$ cat config.mk
export PLATFORM = sky130hd
export DESIGN_NAME = multicyc_ctrl_fsm_flat
export DESIGN_NICKNAME = d
export VERILOG_FILES = /design/src/rtl/multicyc_ctrl_fsm_if.sv /design/src/rtl/multicyc_ctrl_fsm.sv /design/src/flat_wrapper.sv
export SDC_FILE = /design/constraint.sdc
export NUM_CORES = 1
export LEC_CHECK = 0
export ABC_AREA = 1
export BUFFER_PORTS_ARGS = -buffer_cell sky130_fd_sc_hd__buf_2
export CAP_MARGIN = 15
export CORE_UTILIZATION = 50
export CTS_CLUSTER_DIAMETER = 80
export DETAILED_ROUTE_END_ITERATION = 6
export HOLD_SLACK_MARGIN = 0.06
export PLACE_DENSITY_LB_ADDON = 0.25
export SLEW_MARGIN = 20
export SYNTH_ARGS = -nofsm -noshare
export SYNTH_HDL_FRONTEND = slang
export SYNTH_SLANG_ARGS = --single-unit
$ cat constraint.sdc
create_clock -name iClk -period 3.4 [get_ports iClk]
set_clock_uncertainty 0.1 [all_clocks]
set_input_delay 0.34 -clock iClk [delete_from_list [all_inputs] [get_ports iClk]]
set_output_delay 0.34 -clock iClk [all_outputs]
set_load 0.02 [all_outputs]
$ cat src/rtl/multicyc_ctrl_fsm_if.sv
// Control bundle between the multicycle controller and its datapath:
// instruction fields and memory handshake in, datapath strobes/selects out.
interface multicyc_ctrl_fsm_if;
    localparam int unsigned OP_W  = 6;
    localparam int unsigned SEL_W = 2;
    localparam int unsigned ST_W  = 4;

    logic [OP_W-1:0]  iOpCode;
    logic [OP_W-1:0]  iFunct;
    logic             iMemReady;

    logic             oPCWrite;
    logic             oPCWriteCond;
    logic             oIRWrite;
    logic             oRegWrite;
    logic             oMemRead;
    logic             oMemWrite;
    logic             oIorD;
    logic             oALUSrcA;
    logic             oBranchEq;
    logic [SEL_W-1:0] oALUSrcB;
    logic [SEL_W-1:0] oALUOp;
    logic [SEL_W-1:0] oPCSource;
    logic [SEL_W-1:0] oRegDst;
    logic [SEL_W-1:0] oMemtoReg;
    logic [ST_W-1:0]  oState;
    logic             oIllegal;

    modport master (
        input  iOpCode, iFunct, iMemReady,
        output oPCWrite, oPCWriteCond, oIRWrite, oRegWrite, oMemRead, oMemWrite,
               oIorD, oALUSrcA, oBranchEq, oALUSrcB, oALUOp, oPCSource,
               oRegDst, oMemtoReg, oState, oIllegal
    );

    modport slave (
        output iOpCode, iFunct, iMemReady,
        input  oPCWrite, oPCWriteCond, oIRWrite, oRegWrite, oMemRead, oMemWrite,
               oIorD, oALUSrcA, oBranchEq, oALUSrcB, oALUOp, oPCSource,
               oRegDst, oMemtoReg, oState, oIllegal
    );
endinterface

$ cat src/rtl/multicyc_ctrl_fsm.sv
// Multicycle MIPS-style control FSM: state/wait counter/illegal flag are
// registered, datapath strobes decode from the current state and access completion.
module multicyc_ctrl_fsm #(
    parameter int unsigned MEM_WAIT  = 0,
    parameter int unsigned USE_READY = 0
) (
    input  logic                iClk,
    input  logic                iRst_n,
    multicyc_ctrl_fsm_if.master ctrl
);
    localparam int unsigned STATE_W = 4;
    localparam int unsigned CNT_W   = 4;
    localparam int unsigned OP_W    = 6;

    localparam logic [CNT_W-1:0] CNT_MAX  = '1;
    localparam logic [CNT_W-1:0] WAIT_TGT = CNT_W'(MEM_WAIT);

    localparam logic [OP_W-1:0] OP_RTYPE = 6'h00;
    localparam logic [OP_W-1:0] OP_J     = 6'h02;
    localparam logic [OP_W-1:0] OP_JAL   = 6'h03;
    localparam logic [OP_W-1:0] OP_BEQ   = 6'h04;
    localparam logic [OP_W-1:0] OP_BNE   = 6'h05;
    localparam logic [OP_W-1:0] OP_ADDI  = 6'h08;
    localparam logic [OP_W-1:0] OP_ADDIU = 6'h09;
    localparam logic [OP_W-1:0] OP_SLTI  = 6'h0A;
    localparam logic [OP_W-1:0] OP_SLTIU = 6'h0B;
    localparam logic [OP_W-1:0] OP_ANDI  = 6'h0C;
    localparam logic [OP_W-1:0] OP_LUI   = 6'h0F;
    localparam logic [OP_W-1:0] OP_LW    = 6'h23;
    localparam logic [OP_W-1:0] OP_SW    = 6'h2B;
    localparam logic [OP_W-1:0] FN_JR    = 6'h08;
    localparam logic [OP_W-1:0] FN_JALR  = 6'h09;

    typedef enum logic [STATE_W-1:0] {
        FETCH   = 4'd0,
        DECODE  = 4'd1,
        MEMADDR = 4'd2,
        MEMRD   = 4'd3,
        MEMWB   = 4'd4,
        MEMWR   = 4'd5,
        EXEC    = 4'd6,
        ALUWB   = 4'd7,
        BRANCH  = 4'd8,
        JUMP    = 4'd9,
        JREG    = 4'd10,
        TRAP    = 4'd11
    } state_t;

    state_t           state;
    state_t           stateNext;
    logic [CNT_W-1:0] waitCnt;
    logic [CNT_W-1:0] waitCntNext;
    logic             illegal;
    logic             memState;
    logic             accessDone;
    logic             isRType;
    logic             isIAlu;

    assign isRType  = (ctrl.iOpCode == OP_RTYPE);
    assign isIAlu   = ctrl.iOpCode inside {OP_ADDI, OP_ADDIU, OP_SLTI, OP_SLTIU, OP_ANDI, OP_LUI};
    assign memState = state inside {FETCH, MEMRD, MEMWR};

    // Gated by reset so no completing strobe can leak while reset is held.
    assign accessDone = iRst_n &&
                        ((USE_READY != 0) ? ctrl.iMemReady : (waitCnt == WAIT_TGT));

    // Counter only runs while a memory access is pending; saturates instead of wrapping.
    assign waitCntNext = (memState && !accessDone)
                       ? ((waitCnt == CNT_MAX) ? waitCnt : waitCnt + CNT_W'(1))
                       : '0;

    always_ff @(posedge iClk or negedge iRst_n) begin
        if (!iRst_n) begin
            state   <= FETCH;
            waitCnt <= '0;
            illegal <= 1'b0;
        end else begin
            state   <= stateNext;
            waitCnt <= waitCntNext;
            illegal <= illegal || (stateNext == TRAP);
        end
    end

    assign ctrl.oState   = state;
    assign ctrl.oIllegal = illegal;

    always_comb begin
        stateNext         = state;
        ctrl.oPCWrite     = 1'b0;
        ctrl.oPCWriteCond = 1'b0;
        ctrl.oIRWrite     = 1'b0;
        ctrl.oRegWrite    = 1'b0;
        ctrl.oMemRead     = 1'b0;
        ctrl.oMemWrite    = 1'b0;
        ctrl.oIorD        = 1'b0;
        ctrl.oALUSrcA     = 1'b0;
        ctrl.oBranchEq    = 1'b0;
        ctrl.oALUSrcB     = 2'b00;
        ctrl.oALUOp       = 2'b00;
        ctrl.oPCSource    = 2'b00;
        ctrl.oRegDst      = 2'b00;
        ctrl.oMemtoReg    = 2'b00;

        case (state)
            FETCH: begin
                ctrl.oMemRead = 1'b1;
                ctrl.oALUSrcB = 2'b01;
                ctrl.oIRWrite = accessDone;
                ctrl.oPCWrite = accessDone;
                if (accessDone) stateNext = DECODE;
            end
            DECODE: begin
                ctrl.oALUSrcB = 2'b11;
                if (ctrl.iOpCode inside {OP_LW, OP_SW})                  stateNext = MEMADDR;
                else if (isRType && (ctrl.iFunct inside {FN_JR, FN_JALR})) stateNext = JREG;
                else if (isRType || isIAlu)                               stateNext = EXEC;
                else if (ctrl.iOpCode inside {OP_BEQ, OP_BNE})            stateNext = BRANCH;
                else if (ctrl.iOpCode inside {OP_J, OP_JAL})              stateNext = JUMP;
                else                                                      stateNext = TRAP;
            end
            MEMADDR: begin
                ctrl.oALUSrcA = 1'b1;
                ctrl.oALUSrcB = 2'b10;
                if (ctrl.iOpCode == OP_LW)      stateNext = MEMRD;
                else if (ctrl.iOpCode == OP_SW) stateNext = MEMWR;
                else                            stateNext = FETCH;
            end
            MEMRD: begin
                ctrl.oMemRead = 1'b1;
                ctrl.oIorD    = 1'b1;
                if (accessDone) stateNext = MEMWB;
            end
            MEMWB: begin
                ctrl.oRegWrite = 1'b1;
                ctrl.oMemtoReg = 2'b01;
                stateNext      = FETCH;
            end
            MEMWR: begin
                ctrl.oMemWrite = 1'b1;
                ctrl.oIorD     = 1'b1;
                if (accessDone) stateNext = FETCH;
            end
            EXEC: begin
                ctrl.oALUSrcA = 1'b1;
                ctrl.oALUSrcB = isRType ? 2'b00 : 2'b10;
                ctrl.oALUOp   = isRType ? 2'b10 : 2'b11;
                stateNext     = ALUWB;
            end
            ALUWB: begin
                ctrl.oRegWrite = 1'b1;
                ctrl.oRegDst   = isRType ? 2'b01 : 2'b00;
                stateNext      = FETCH;
            end
            BRANCH: begin
                ctrl.oALUSrcA     = 1'b1;
                ctrl.oALUOp       = 2'b01;
                ctrl.oPCWriteCond = 1'b1;
                ctrl.oPCSource    = 2'b01;
                ctrl.oBranchEq    = (ctrl.iOpCode == OP_BEQ);
                stateNext         = FETCH;
            end
            JUMP: begin
                ctrl.oPCWrite  = 1'b1;
                ctrl.oPCSource = 2'b10;
                if (ctrl.iOpCode == OP_JAL) begin
                    ctrl.oRegWrite = 1'b1;
                    ctrl.oRegDst   = 2'b10;
                    ctrl.oMemtoReg = 2'b10;
                end
                stateNext = FETCH;
            end
            JREG: begin
                ctrl.oPCWrite  = 1'b1;
                ctrl.oPCSource = 2'b11;
                if (ctrl.iFunct == FN_JALR) begin
                    ctrl.oRegWrite = 1'b1;
                    ctrl.oRegDst   = 2'b01;
                    ctrl.oMemtoReg = 2'b10;
                end
                stateNext = FETCH;
            end
            TRAP:    stateNext = TRAP;
            default: stateNext = FETCH;
        endcase
    end
endmodule

$ cat src/flat_wrapper.sv
// flat-port wrapper written by rule: the top's interface ports become plain ports
module multicyc_ctrl_fsm_flat 
#(
    parameter int unsigned MEM_WAIT  = 0,
    parameter int unsigned USE_READY = 0
)
  (iClk, iRst_n, ctrl_iOpCode, ctrl_iFunct, ctrl_iMemReady, ctrl_oPCWrite, ctrl_oPCWriteCond, ctrl_oIRWrite, ctrl_oRegWrite, ctrl_oMemRead, ctrl_oMemWrite, ctrl_oIorD, ctrl_oALUSrcA, ctrl_oBranchEq, ctrl_oALUSrcB, ctrl_oALUOp, ctrl_oPCSource, ctrl_oRegDst, ctrl_oMemtoReg, ctrl_oState, ctrl_oIllegal);
  multicyc_ctrl_fsm_if ctrl_i ();
  input  logic iClk;
  input  logic iRst_n;
  input wire logic [$bits(ctrl_i.iOpCode)-1:0] ctrl_iOpCode;
  input wire logic [$bits(ctrl_i.iFunct)-1:0] ctrl_iFunct;
  input wire logic [$bits(ctrl_i.iMemReady)-1:0] ctrl_iMemReady;
  output wire logic [$bits(ctrl_i.oPCWrite)-1:0] ctrl_oPCWrite;
  output wire logic [$bits(ctrl_i.oPCWriteCond)-1:0] ctrl_oPCWriteCond;
  output wire logic [$bits(ctrl_i.oIRWrite)-1:0] ctrl_oIRWrite;
  output wire logic [$bits(ctrl_i.oRegWrite)-1:0] ctrl_oRegWrite;
  output wire logic [$bits(ctrl_i.oMemRead)-1:0] ctrl_oMemRead;
  output wire logic [$bits(ctrl_i.oMemWrite)-1:0] ctrl_oMemWrite;
  output wire logic [$bits(ctrl_i.oIorD)-1:0] ctrl_oIorD;
  output wire logic [$bits(ctrl_i.oALUSrcA)-1:0] ctrl_oALUSrcA;
  output wire logic [$bits(ctrl_i.oBranchEq)-1:0] ctrl_oBranchEq;
  output wire logic [$bits(ctrl_i.oALUSrcB)-1:0] ctrl_oALUSrcB;
  output wire logic [$bits(ctrl_i.oALUOp)-1:0] ctrl_oALUOp;
  output wire logic [$bits(ctrl_i.oPCSource)-1:0] ctrl_oPCSource;
  output wire logic [$bits(ctrl_i.oRegDst)-1:0] ctrl_oRegDst;
  output wire logic [$bits(ctrl_i.oMemtoReg)-1:0] ctrl_oMemtoReg;
  output wire logic [$bits(ctrl_i.oState)-1:0] ctrl_oState;
  output wire logic [$bits(ctrl_i.oIllegal)-1:0] ctrl_oIllegal;
  assign ctrl_i.iOpCode = ctrl_iOpCode;
  assign ctrl_i.iFunct = ctrl_iFunct;
  assign ctrl_i.iMemReady = ctrl_iMemReady;
  assign ctrl_oPCWrite = ctrl_i.oPCWrite;
  assign ctrl_oPCWriteCond = ctrl_i.oPCWriteCond;
  assign ctrl_oIRWrite = ctrl_i.oIRWrite;
  assign ctrl_oRegWrite = ctrl_i.oRegWrite;
  assign ctrl_oMemRead = ctrl_i.oMemRead;
  assign ctrl_oMemWrite = ctrl_i.oMemWrite;
  assign ctrl_oIorD = ctrl_i.oIorD;
  assign ctrl_oALUSrcA = ctrl_i.oALUSrcA;
  assign ctrl_oBranchEq = ctrl_i.oBranchEq;
  assign ctrl_oALUSrcB = ctrl_i.oALUSrcB;
  assign ctrl_oALUOp = ctrl_i.oALUOp;
  assign ctrl_oPCSource = ctrl_i.oPCSource;
  assign ctrl_oRegDst = ctrl_i.oRegDst;
  assign ctrl_oMemtoReg = ctrl_i.oMemtoReg;
  assign ctrl_oState = ctrl_i.oState;
  assign ctrl_oIllegal = ctrl_i.oIllegal;
  multicyc_ctrl_fsm #(.MEM_WAIT(MEM_WAIT), .USE_READY(USE_READY)) u_core (.iClk(iClk), .iRst_n(iRst_n), .ctrl(ctrl_i));
endmodule
======== Word-level counts from Yosys, hierarchy flattened ========
Index checks and enable logic that the tools add are counted.
cells by class
  magnitude comparators ................... 0
  multiplexer cells ....................... 35
  div/mod/pow operators ................... 0
  equal/unequal tests ..................... 28
  bitwise operators ....................... 0
  multiply operators ...................... 0
  shifts and indexed selects .............. 0
  reductions and logical operators ........ 20
  $add $sub $neg .......................... 1
operators with widths
  operator               number
  $eq A6 B4 Y1 const B   8
  $mux W4                10
  $pmux W4 S7            1
  $eq A4 B4 Y1 const B   6
  $pmux W2 S3            3
  $eq A4 B3 Y1 const B   4
  $eq A6 B2 Y1 const B   2
  $eq A6 B3 Y1 const B   2
  $eq A6 B6 Y1 const B   2
  $mux W1                12
  $eq A4 B2 Y1 const B   2
  $logic_not A4 Y1       2
  $mux W2                4
  $pmux W2 S4            1
  $reduce_bool A2 Y1     4
  $reduce_or A2 Y1       4
  $logic_not A6 Y1       1
  $reduce_bool A6 Y1     1
  $add A4 B1 Y4 const B  1
  $eq A4 B1 Y1 const B   1
  $pmux W2 S2            1
  $logic_and A1 B1 Y1    3
  $mux W3                1
  $pmux W1 S3            1
  other kinds (6)        7
word-level totals
  bits in latches ......................... 0
  memories kept ........................... 0
  register bits ........................... 9
  RAM bits ................................ 0
  word-level logic and storage cells ...... 87
  memory bits (read-only) ................. 0
  bits of input ports ..................... 15

======== Logic depth before layout (Yosys ltp) ========
  depth in word-level cells ............... 10
  gate-level depth with buffers ........... 12
  gate-level depth less buffers ........... 12

======== Worst setup path before layout ========
Ideal clock, no wire load.
  path kind ............................... reg2out
  start point ............................. register u_core.state[0] (netlist: u_core.ctrl.oState[0])
  end point ............................... output port ctrl_oBranchEq
  cell stages (with the launch flop) ...... 6
  required time ........................... 2.960 ns
  buffers on the path ..................... 0
  data arrival time ....................... 1.642 ns
  slack ................................... 1.318 ns
  cell sequence ........................... dfrtp_1 inv_2 nand2_2 nor2_1 inv_1 nor3_1
on the way
  word-level cells in the longest chain between the ends .. 2
RTL lines
  element                 line                      text
  from (decl)             multicyc_ctrl_fsm.sv:49   state_t state;
  from (signal assigned)  multicyc_ctrl_fsm.sv:78   state <= stateNext;
  $eq A4 B4 Y1            multicyc_ctrl_fsm.sv:104  case (state)
  $mux W1                 multicyc_ctrl_fsm.sv:104
  to (decl)               flat_wrapper.sv:22        output wire logic [$bits(ctrl_i.oBranchEq)-1:0] ctrl_oBranchEq;
Every way passes these cells.

======== Worst setup path after layout ========
  start point ............................. input port iRst_n
  end point ............................... output port ctrl_oPCWrite
on the way
  word-level cells in the longest chain between the ends .. 2
RTL lines
  element              line                      text
  from (decl)          flat_wrapper.sv:10        input logic iRst_n;
  $logic_and A1 B1 Y1  multicyc_ctrl_fsm.sv:64   assign accessDone = iRst_n &&
  $pmux W1 S2          multicyc_ctrl_fsm.sv:104
  to (decl)            flat_wrapper.sv:14        output wire logic [$bits(ctrl_i.oPCWrite)-1:0] ctrl_oPCWrite;
Every way passes these cells.

==> reports/qor.txt <==
YOSYS
---------------------------------------------------------------------------------
Library cell with the largest summed area after synthesis                 dfrtp_1
Post-synthesis cell count                                                     144
Yosys warning count                                                             0
Synthesized area per cell                                               6.00 um^2
Top area cells in the synthesized netlist                            dfrtp_1 26%, nand2_1 14%, inv_1 12%, nor2_1 10%, nand2_2 5.1%
Net count after synthesis                                                     161
Netlist area before placement                                            865 um^2
Share of the yosys chip area belonging to registers                         0.260
Cell variety after synth                                                       21
Post-synthesis register bit count                                               9
Proportion of netlist area held by the largest area contributor             0.260

ROUTING
---------------------------------------------------------------------------------
Iter 0 DRT Violations                                                          21
DRC errors left                                                                 2
Residual antenna-violating net count after detailed routing                     0
Count of TritonRoute iterations in the first routing pass                       6
Via count                                                                    1004
Wire length per cell                                                      10.0 um
Final routed wirelength across all metal layers                           2020 um
Average via count per standard cell                                          4.97

RUN STATUS
---------------------------------------------------------------------------------
Violated checks                                                      design-rule violations
Status                                                               finished, violations left

POWER
---------------------------------------------------------------------------------
Total design power                                                       0.821 mW
Static leakage                                                           0.709 nW
Highest ir drop seen on vdd                                              0.444 mV
Switching power of the nets                                              0.462 mW
Seq pwr share                                                               0.221
Logic gate share of total power                                             0.679
Cell area power density                                               742 nW/um^2
Switching share of total power                                              0.563
Pint                                                                     0.359 mW
Clock share of power                                                        0.100

WORST SETUP PATH
---------------------------------------------------------------------------------
CP delay by family, top                                              buffers and inverters
Critical path endpoint category                                      primary output
Crit start category                                                     input pin
Category of the most critical setup path                                   in2out
Critical-path top delay cell                                         dlygate4sd3_1
Biggest fanout along the worst timing path                                     10
CP Cell Sequence                                                     dlygate4sd3_1 -> buf_2 -> nand2_1 -> inv_1 -> nand2_1 -> inv_1 -> nand2_1 -> nand3_1 -> buf_2
Data required, critical path                                              2.96 ns
Data arrival time of the critical path                                    1.71 ns
Buf/Inv on CP                                                                   5
Largest stage delay on the critical path                                  0.52 ns
Cell mode on critical path                                                nand2_1

TIMING
---------------------------------------------------------------------------------
Minimum clock period after layout                                         2.15 ns
Final Slew Violations                                                           0
Timing-limited maximum frequency                                          464 MHz
Final setup slack of the worst path                                       1.25 ns
Setup_tns                                                                    0 ns
Unrepaired setup endpoints after global routing                             false
Slew at the pin with the worst max-slew slack                            0.467 ns
Final setup violating endpoints                                                 0
Normalized max-slew margin                                                  0.686
Final worst-path cycle share                                                0.634
Final hold violation count                                                      0

JOB
---------------------------------------------------------------------------------
Maximum capacitance violations                                                  0

PLACE
---------------------------------------------------------------------------------
HPWL after detailed placement                                             1690 um
IO Port Bufs                                                                   37
Worst setup slack before clock tree synthesis                             1.64 ns
Cell count after placement                                                    197
Gpl congestion                                                              0.864

FLOORPLANNING
---------------------------------------------------------------------------------
Height of the chip                                                        43.6 um
Ports placed on the boundary                                                   39
Die Outline Area                                                        1900 um^2
Starting density of the core                                                0.555
Standard-cell rows                                                             14
Die span in x                                                             43.6 um
Core box area                                                           1560 um^2

CTS
---------------------------------------------------------------------------------
Deepest level of the CTS H-tree                                                 1
Clock buffer count from CTS                                                     3
Post-CTS Setup Repair Bufs                                                      0
Later-pin clock latency in the skew report                                0.27 ns
Maximum buffer depth of the clock tree                                          2
PostCTS Resize Cnt                                                              0
Number of hold-repair buffers added at the cts stage                            1
Clock slew seen by the registers of the worst setup and hold paths        0.06 ns
Root cell of the clock tree                                              clkbuf_4
Clock net sink count                                                            9
CTS tree                                                                    built

FINAL LAYOUT
---------------------------------------------------------------------------------
# diodes                                                                        0
Area delta synth->final                                                     28.1%
Filler cells                                                                  139
Final Net Count                                                               204
Final std cells w/o fill                                                      202
Fraction of layout cells with a size suffix above 1                         0.333

MIN PATH
---------------------------------------------------------------------------------
Class of the tightest hold or removal check                                in2reg

GLOBAL ROUTE
---------------------------------------------------------------------------------
Maximum number of pins on one net before global-route repair                   11
Wire length of the first global-routing pass                              3350 um
Overall Global Routing Usage                                                0.235
Initial antenna violation count                                                 0
Number of global-route vias before repair                                     804
Sum of overflow across all layers after global routing                          0

==> synthesized netlist by cell type <==
cell type	n
nand2_1	33
inv_1	28
nor2_1	23
dfrtp_1	9
a21oi_1	8
nand3_1	8
nand2_2	7
nor2_2	6
inv_2	4
nor3_1	3
ha_1	2
nand3b_1	2
nand4_1	2
xor2_1	2
a31o_2	1
nand3_2	1
nor2_4	1
nor3_2	1
o2111ai_1	1
o21ai_0	1
xnor2_1	1
==> metrics by stage <==
| stage | area [um^2] | utilization | hold WS (ns) |
|---|---|---|---|
| 2_1_floorplan | 865 | - | -0.0556 |
| 3_3_place_gp | 1070 | 0.686 | 0.0989 |
| 3_5_place_dp | 1070 | 0.686 | 0.0999 |
| 4_1_cts | 1110 | 0.710 | 0.275 |
| 5_1_grt | 1110 | 0.710 | 0.297 |
| 6_report | 1110 | 0.710 | 0.284 |
==> power groups by stage <==
| stage | clock network (mW) | registers (mW) | logic [mW] |
|---|---|---|---|
| floorplan | 0 | 0.196 | 0.385 |
| global route | 0.0926 | 0.187 | 0.616 |
| finish | 0.0821 | 0.182 | 0.557 |
| detailed placement | 0 | 0.182 | 0.555 |
| CTS | 0.0843 | 0.180 | 0.558 |
| global placement | 0 | 0.179 | 0.549 |
==> metal layers <==
metal | routed length [um] | vias to the layer above | global-route usage
li1 | - | 524 | -
met1 | 958 | 443 | 0.337
met2 | 899 | 34 | 0.340
met3 | 149 | 3 | 0.0833
met4 | 14 | 0 | 0.0500
met5 | 0 | - | 0
==> tightest hold or removal path, cell delays in order <==
cell and delay [ns]:
buf_2 0.10, nand2_1 0.06, o2111ai_1 0.10
==> sequential cells by signal, summed over array words and instances, names as in the netlist <==
signal	flops
u_core.ctrl.oState	4
u_core.waitCnt	4
u_core.ctrl.oIllegal	1
==> cell type report <==
class	count	area, um^2	area share
Inverter	32	120	0.108
Tap cell	16	20.0	0.0181
Timing Repair Buffer	38	195	0.176
Multi-Input combinational cell	103	519	0.469
Sequential cell	9	225	0.203
Clock inverter	1	5.00	0.00452
Clock buffer	3	22.5	0.0203
==> cells by family after synthesis <==
group,count (synthesis),synth area share
buffers and inverters,32,0.139
adders and majority gates,2,0.0289
xor gates and xnor gates,3,0.0304
AOI/OAI and AO/OA,11,0.0724
and+or+nand+nor,87,0.469
DFF,9,0.260
==> final timing paths <==
kind	startpoint	to	slack, ns	depth (start not counted)
worst min register to register	u_core.ctrl.oIllegal	u_core.ctrl.oIllegal	0.37	2
worst max register to register	u_core.waitCnt[0]	u_core.ctrl.oIllegal	1.82	12
worst min-delay path	ctrl_iOpCode[3]	u_core.ctrl.oState[2]	0.28	3
max in group asynchronous	iRst_n	u_core.ctrl.oState[2]	2.68	2
min in group asynchronous	iRst_n	u_core.ctrl.oState[0]	0.35	2
worst max-delay path	iRst_n	ctrl_oPCWrite	1.25	9
==> cell usage in the layout, fill, tap and decap left out <==
cell | Yosys | final
buf_2 | 0 | 37
nand2_1 | 33 | 33
inv_1 | 28 | 28
nor2_1 | 23 | 23
dfrtp_1 | 9 | 9
nand3_1 | 8 | 8
a21oi_1 | 8 | 8
nand2_2 | 7 | 7
nor2_2 | 6 | 6
inv_2 | 4 | 4
nor3_1 | 3 | 3
clkbuf_4 | 0 | 3
nand3b_1 | 2 | 2
nand4_1 | 2 | 2
xor2_1 | 2 | 2
ha_1 | 2 | 2
a31o_2 | 1 | 1
nor2_4 | 1 | 1
o2111ai_1 | 1 | 1
nor3_2 | 1 | 1
nand3_2 | 1 | 1
xnor2_1 | 1 | 1
o21ai_0 | 1 | 1
clkinv_2 | 0 | 1
dlygate4sd3_1 | 0 | 1
No activity file was read; power rests on OpenSTA's default activity.
